$ cat config.mk
export PLATFORM = sky130hd
export DESIGN_NAME = stack_access_arbiter
export DESIGN_NICKNAME = d
export VERILOG_FILES = /design/src/rtl/stack_access_arbiter.sv
export SDC_FILE = /design/constraint.sdc
export NUM_CORES = 1
export LEC_CHECK = 0
export CAP_MARGIN = 15
export CORE_MARGIN = 1.5
export CORE_UTILIZATION = 47
export CTS_CLUSTER_SIZE = 30
export DETAILED_ROUTE_END_ITERATION = 10
export PLACE_DENSITY = 0.81
export SYNTH_ARGS = -nofsm -noshare
export SYNTH_HDL_FRONTEND = slang
export SYNTH_SLANG_ARGS = --single-unit
$ cat constraint.sdc
create_clock -name clk -period 5.6 [get_ports clk]
set_clock_uncertainty 0.15 [all_clocks]
set_input_delay 1.12 -clock clk [delete_from_list [all_inputs] [get_ports clk]]
set_output_delay 1.12 -clock clk [all_outputs]
set_load 0.005 [all_outputs]
$ cat src/rtl/stack_access_arbiter.sv
// Round-robin arbiter that owns the stack pointer of an external synchronous RAM stack
// and sequences PUSH/POP/PEEK for two requesters.
module stack_access_arbiter #(
  parameter int unsigned DW    = 8,
  parameter int unsigned AW    = 4,
  parameter int unsigned DEPTH = 16
) (
  input  logic          clk,
  input  logic          rst,
  input  logic          req_a,
  input  logic [1:0]    op_a,
  input  logic [DW-1:0] wdata_a,
  input  logic          req_b,
  input  logic [1:0]    op_b,
  input  logic [DW-1:0] wdata_b,
  output logic          done_a,
  output logic          done_b,
  output logic          err,
  output logic [DW-1:0] rdata,
  output logic          mem_we,
  output logic          mem_re,
  output logic [AW-1:0] mem_addr,
  output logic [DW-1:0] mem_wdata,
  input  logic [DW-1:0] mem_rdata,
  output logic [AW:0]   count,
  output logic          full,
  output logic          empty
);

  typedef enum logic [1:0] {StIdle, StExec, StWait, StResp} state_e;

  localparam logic [1:0] OpNop  = 2'b00;
  localparam logic [1:0] OpPush = 2'b01;
  localparam logic [1:0] OpPop  = 2'b10;
  localparam logic [1:0] OpPeek = 2'b11;
  localparam logic [AW:0] Depth = (AW + 1)'(DEPTH);

  state_e        state_q, state_d;
  logic [AW:0]   sp_q, sp_d;
  logic          last_b_q, last_b_d;
  logic          gnt_b_q, gnt_b_d;
  logic [1:0]    op_q, op_d;
  logic [DW-1:0] wdata_q, wdata_d;
  logic          err_q, err_d;
  logic [DW-1:0] rdata_q, rdata_d;

  logic          grant_b;
  logic [AW:0]   sp_m1;

  assign full  = (sp_q == Depth);
  assign empty = (sp_q == '0);
  assign count = sp_q;
  assign sp_m1 = sp_q - 1'b1;

  // B wins only when A is idle, or on a tie when A was served last.
  assign grant_b = req_b & (~req_a | ~last_b_q);

  always_comb begin
    state_d   = state_q;
    sp_d      = sp_q;
    last_b_d  = last_b_q;
    gnt_b_d   = gnt_b_q;
    op_d      = op_q;
    wdata_d   = wdata_q;
    err_d     = err_q;
    rdata_d   = rdata_q;
    mem_we    = 1'b0;
    mem_re    = 1'b0;
    mem_addr  = '0;
    mem_wdata = '0;
    unique case (state_q)
      StIdle: begin
        if (req_a | req_b) begin
          gnt_b_d  = grant_b;
          last_b_d = grant_b;
          op_d     = grant_b ? op_b : op_a;
          wdata_d  = grant_b ? wdata_b : wdata_a;
          err_d    = 1'b0;
          state_d  = StExec;
        end
      end
      StExec: begin
        err_d   = 1'b0;
        state_d = StResp;
        unique case (op_q)
          OpPush: begin
            if (full) begin
              err_d = 1'b1;
            end else begin
              mem_we    = 1'b1;
              mem_addr  = sp_q[AW-1:0];
              mem_wdata = wdata_q;
              sp_d      = sp_q + 1'b1;
            end
          end
          OpPop, OpPeek: begin
            if (empty) begin
              err_d = 1'b1;
            end else begin
              mem_re   = 1'b1;
              mem_addr = sp_m1[AW-1:0];
              state_d  = StWait;
              if (op_q == OpPop) sp_d = sp_m1;
            end
          end
          OpNop: ;
        endcase
      end
      StWait: begin
        rdata_d = mem_rdata;
        state_d = StResp;
      end
      StResp: state_d = StIdle;
      default: state_d = StIdle;
    endcase
  end

  always_ff @(posedge clk or posedge rst) begin
    if (rst) begin
      state_q  <= StIdle;
      sp_q     <= '0;
      last_b_q <= 1'b1;
      gnt_b_q  <= 1'b0;
      op_q     <= OpNop;
      wdata_q  <= '0;
      err_q    <= 1'b0;
      rdata_q  <= '0;
    end else begin
      state_q  <= state_d;
      sp_q     <= sp_d;
      last_b_q <= last_b_d;
      gnt_b_q  <= gnt_b_d;
      op_q     <= op_d;
      wdata_q  <= wdata_d;
      err_q    <= err_d;
      rdata_q  <= rdata_d;
    end
  end

  assign done_a = (state_q == StResp) & ~gnt_b_q;
  assign done_b = (state_q == StResp) & gnt_b_q;
  assign err    = (state_q == StResp) & err_q;
  assign rdata  = rdata_q;

endmodule

# Word-level counts from Yosys, hierarchy flattened
# Index checks and enable logic that the tools add are counted.
# classes
addsub	2
eq_ne	11
muxes	28
bitwise	9
reduce_logical	8
# op_table
operator	n
8-bit two-way mux	4
5-bit two-way mux	3
4-bit two-way mux	3
1-bit two-way mux	11
5-bit one-hot mux with 2 select lines	1
2-bit equality test, second input constant	4
2-bit != test, second input constant	4
2-bit one-hot mux with 4 select lines	1
4-bit one-hot mux with 2 select lines	1
5-bit by 1-bit adder with 5-bit output, second input constant	1
5-bit equality test, second input constant	1
5-bit logical NOT	1
5-bit AND reduction	1
5-bit by 1-bit subtractor with 5-bit output, second input constant	1
1-bit AND	4
2-bit by 1-bit equality test with 1-bit output, second input constant	2
2-bit two-way mux	2
1-bit one-hot mux with 2 select lines	2
2-bit AND reduction	2
2-bit nonzero test	2
1-bit NOT	3
2-bit logical NOT	1
1-bit OR	2
2-bit OR reduction	1
# totals
ff_bits	28
input_bits	32
out_inout_bits	32

# Logic depth before layout (Yosys ltp)
# logic_depth
depth_word	4
mapped_depth	7
mapped_depth_nobuf	6

# Worst setup path after synthesis
# Ideal clock, no wire load.
# synth_timing
path_type	reg2out
startpoint	register sp_q[0], in the netlist count[0]
endpoint	output port mem_addr[1]
arrival_time_ns	1.625
required_time_ns	4.330
setup_slack_ns	2.705
stages_incl_launch_ff	8
n_path_buf	1
path_cell_list	dfrtp_1 -> inv_1 -> ha_1 -> nor4bb_2 -> nor2_1 -> clkbuf_1 -> a22oi_1 -> nor2_1
# synth_via
elab_chain_len	4
word_cells_on_any_way	7
# synth_lines
item	line	text
start: declaration	39	logic [AW:0] sp_q, sp_d;
start signal: assignment	130	sp_q <= sp_d;
5-bit equality test	50	assign full = (sp_q == Depth);
via full	26	output logic full,
4-bit two-way mux	87	if (full) begin
4-bit one-hot mux with 2 select lines	85	unique case (op_q)
4-bit two-way mux	71	unique case (state_q)
end: declaration	22	output logic [AW-1:0] mem_addr,
# The timed path passes the listed nets, and every way through them passes these cells.

# Worst setup path in the final report
# layout_timing
startpoint	register sp_q[0], in the netlist count[0]
endpoint	output port mem_addr[0]
# layout_via
elab_chain_len	4
word_cells_on_any_way	7
# layout_lines
item	line	text
5-bit by 1-bit subtractor with 5-bit output (tied with other cells)	53	assign sp_m1 = sp_q - 1'b1;
4-bit two-way mux, on equally long branches	97, 87	
4-bit one-hot mux with 2 select lines (*)	85	
4-bit two-way mux (*)	71	
# Every way passes the cells marked *; elsewhere a longest branch is shown, timed or not.

==> flow_results.xml <==
<?xml version="1.0" encoding="UTF-8"?>
<metrics>
  <group name="global_routing">
    <metric name="global_route.usage.total" unit="%">20.66</metric>
    <metric name="global_route_wire_length_before_repair" unit="um">6548</metric>
    <metric name="grt_remaining_overflow" unit="">0</metric>
    <metric name="antenna_violations_before_repair" unit="">0</metric>
    <metric name="maximum_number_of_pins_on_one_net_before_global_route_repair" unit="">29</metric>
    <metric name="first_global_vias" unit="">1466</metric>
  </group>
  <group name="final_layout">
    <metric name="final-instance-count-excl-fill" unit="">273</metric>
    <metric name="num-fill-cells" unit="">252</metric>
    <metric name="area_growth_syn_to_layout" unit="%">44.28</metric>
    <metric name="final_antenna_diode_count" unit="">0</metric>
    <metric name="design.final.nets" unit="">271</metric>
    <metric name="finalInstanceArea" unit="um2">2414</metric>
    <metric name="drive_gt1_share" unit="%">10.13</metric>
  </group>
  <group name="logic_synthesis">
    <metric name="netlist-cell-type-count" unit="">39</metric>
    <metric name="synthDominantCellAreaShare" unit="%">40.39</metric>
    <metric name="syn_nets" unit="">208</metric>
    <metric name="synth_commonest_cells" unit="">27 x dfrtp_1, 18 x o21ai_0, 14 x nand2_1</metric>
    <metric name="most_frequent_cell_after_synthesis" unit="">dfrtp_1</metric>
    <metric name="netlist_area" unit="um2">1673</metric>
    <metric name="synth.top_cells.by_area" unit="">dfrtp_1 40%, ha_1 8.2%, mux2i_1 7.2%</metric>
    <metric name="syn_avg_cell_area" unit="um2">10.14</metric>
    <metric name="synth_sequential_area_ratio" unit="%">41.96</metric>
    <metric name="syn-instance-count" unit="">165</metric>
    <metric name="synth-main-ff-cell" unit="">dfrtp_1</metric>
    <metric name="synth_seq_cells" unit="">28</metric>
    <metric name="synth_top_cell_by_area" unit="">dfrtp_1</metric>
    <metric name="yosys_warnings" unit="">0</metric>
    <metric name="synth-async-reset-ratio" unit="%">100.0</metric>
    <metric name="synth_enable_flop_cells" unit="">0</metric>
  </group>
  <group name="setup_path">
    <metric name="ff2ff_setup_slack" unit="ps">3460</metric>
    <metric name="worstPathArrival" unit="ps">2770</metric>
    <metric name="setup.worst_path.start_class" unit="">register</metric>
    <metric name="critical_path.endpoint_type" unit="">primary output</metric>
    <metric name="reg_to_reg_end" unit="">count[3]</metric>
    <metric name="critPathKind" unit="">reg2out</metric>
    <metric name="cp_max_fo" unit="">11</metric>
    <metric name="timing.rr.start" unit="">op_q[0]</metric>
    <metric name="worstPathRequired" unit="ps">4330</metric>
    <metric name="r2r_cells" unit="">6</metric>
  </group>
  <group name="clocking">
    <metric name="clock-sinks" unit="">28</metric>
    <metric name="cts_hold_repair.buffers" unit="">0</metric>
    <metric name="largest_buffer_count_on_any_clock_path" unit="">2</metric>
    <metric name="clock_tree_from_tritoncts" unit="">yes</metric>
    <metric name="numCtsBuffers" unit="">3</metric>
    <metric name="post_cts.repair.setup_buffers" unit="">0</metric>
    <metric name="cts.repair.resized" unit="">0</metric>
    <metric name="clock-root-buffer" unit="">clkbuf_4</metric>
    <metric name="htreeDepth" unit="">1</metric>
    <metric name="clk_pin_slew_worst_paths" unit="ps">160</metric>
    <metric name="clk_latency" unit="ps">340</metric>
  </group>
  <group name="timing">
    <metric name="finalCriticalPeriod" unit="ps">4041</metric>
    <metric name="finalHoldViolCount" unit="">0</metric>
    <metric name="period_share" unit="%">72.16</metric>
    <metric name="timing_max_transition_violations_final" unit="">0</metric>
    <metric name="max_clock_freq" unit="MHz">247.5</metric>
    <metric name="fin_worst_hold_slack" unit="ps">341.4</metric>
    <metric name="fin_tns_setup" unit="ps">0</metric>
    <metric name="unrepaired_setup_endpoints_after_global_routing" unit="">false</metric>
    <metric name="max-slew-margin-rel" unit="%">57.76</metric>
    <metric name="setup_viol_count_final" unit="">0</metric>
    <metric name="tightestPinTransition" unit="ps">631.2</metric>
  </group>
  <group name="detailed_routing">
    <metric name="route.vias.total" unit="">1461</metric>
    <metric name="drt-total-wl" unit="um">3918</metric>
    <metric name="routed_via_density" unit="">5.352</metric>
    <metric name="avgRoutedWirePerCell" unit="um">14.35</metric>
    <metric name="post-route-drc-count" unit="">0</metric>
    <metric name="drtAntennaViolNets" unit="">0</metric>
    <metric name="drt-pass1-iter-count" unit="">4</metric>
    <metric name="drt_iter0_drc" unit="">88</metric>
  </group>
  <group name="floorplanning">
    <metric name="initial_utilization" unit="%">49.74</metric>
    <metric name="ios" unit="">64</metric>
    <metric name="core" unit="um2">3363</metric>
    <metric name="die_width" unit="um">62.66</metric>
    <metric name="die_y" unit="um">62.66</metric>
    <metric name="num_rows" unit="">21</metric>
    <metric name="design.die.area" unit="um2">3926</metric>
  </group>
  <group name="placed_design">
    <metric name="dp.cells" unit="">267</metric>
    <metric name="place.gp.congestion" unit="">0.9371</metric>
    <metric name="hpwl" unit="um">2983</metric>
    <metric name="placed_area" unit="um2">2326</metric>
    <metric name="placement.io_buffers" unit="">63</metric>
  </group>
  <group name="pwr">
    <metric name="ir_drop" unit="V">0.0002237</metric>
    <metric name="power_density" unit="nW/um2">481.6</metric>
    <metric name="p_leak" unit="nW">1.042</metric>
  </group>
  <group name="worst_hold_path">
    <metric name="worst_hold_path_type" unit="">reg2reg</metric>
    <metric name="worst_hold_startpoint" unit="">wdata_q[1]</metric>
    <metric name="worstHoldPathCells" unit="">2</metric>
    <metric name="hold_path_end" unit="">wdata_q[1]</metric>
  </group>
  <group name="job">
    <metric name="cap_viol_max_count" unit="">0</metric>
  </group>
  <group name="status">
    <metric name="status" unit="">complete, no violations</metric>
  </group>
</metrics>
-- metal layers --
layer,global-route usage (%),up-vias,routed length (um)
met5,0,-,0
met1,23.86,701,1602
met3,3.964,8,197
li1,-,699,-
met2,38.84,53,2068
met4,5.278,0,50
-- stage by stage --
step	total power [mW]	worst slack, ps	utilization (%)
finish	1.162	1559	71.76
CTS	1.162	1588	70.72
global route	1.259	1404	71.76
floorplan	0.7694	2705	-
detailed placement	1.023	1981	69.16
global placement	0.9903	2119	69.16
-- how the worst max path moves through the flow --
stage               slack [ps]      from     endpoint
floorplan                 2710  count[0]  mem_addr[1]
global placement          2120  count[0]  mem_addr[0]
detailed placement        1980  count[0]  mem_addr[0]
CTS                       1590  count[0]  mem_addr[0]
global route              1400  count[0]  mem_addr[0]
finish                    1560  count[0]  mem_addr[0]
-- area by class of cell --
| type | count | area (um2) | share of cell area (%) |
|---|---|---|---|
| Multi-Input combinational cell | 119 | 890.9 | 36.91 |
| Sequential cell | 28 | 701.9 | 29.08 |
| Clock inverter | 1 | 30.03 | 1.244 |
| Timing Repair Buffer | 66 | 673.1 | 27.89 |
| Tap cell | 46 | 57.56 | 2.385 |
| Clock buffer | 3 | 22.52 | 0.9331 |
| Inverter | 10 | 37.54 | 1.555 |
-- flip-flops by register name, summed over array words and instances, names as in the netlist --
| name | count |
|---|---|
| op_q | 2 |
| rdata | 8 |
| gnt_b_q | 1 |
| err_q | 1 |
| wdata_q | 8 |
| state_q | 2 |
| last_b_q | 1 |
| count | 5 |
-- logic make-up (layout without fill, tap and decap cells) --
| family | Yosys count | after routing | share of synthesized area (%) |
|---|---|---|---|
| AND/OR/NAND/NOR | 51 | 51 | 17.20 |
| flip-flops | 28 | 28 | 41.96 |
| adder cells (fa/ha/maj) | 11 | 11 | 8.227 |
| XOR/XNOR | 3 | 3 | 1.571 |
| buffers and inverters | 18 | 80 | 4.787 |
| AO/OA/AOI/OAI | 33 | 33 | 13.02 |
| multiplexers | 21 | 21 | 13.24 |
-- layout by cell type, fill, tap and decap left out, types with 8 or more instances in the layout --
master and n:
clkdlybuf4s50_1 63, dfrtp_1 27, o21ai_0 17, nand2_1 14
mux2i_1 12, ha_1 11, inv_1 10, nor2_1 10
mux2_2 9, and3_1 8
-- critical path: stages, from the launching register on --
cell and delay, ps:
dfrtp_1 510, inv_1 120, ha_1 300, nor4bb_2 220, nor2_1 510, a21oi_1 140, nor2_1 120, clkdlybuf4s50_1 520
-- report_power, final --
part | internal [mW] | switching (mW) | leakage (nW) | total [mW]
combinational | 0.340 | 0.283 | 0.676 | 0.624
sequential | 0.304 | 0.0982 | 0.338 | 0.402
clock | 0.0724 | 0.0642 | 0.0279 | 0.137
(Power assumes the default switching activity.)
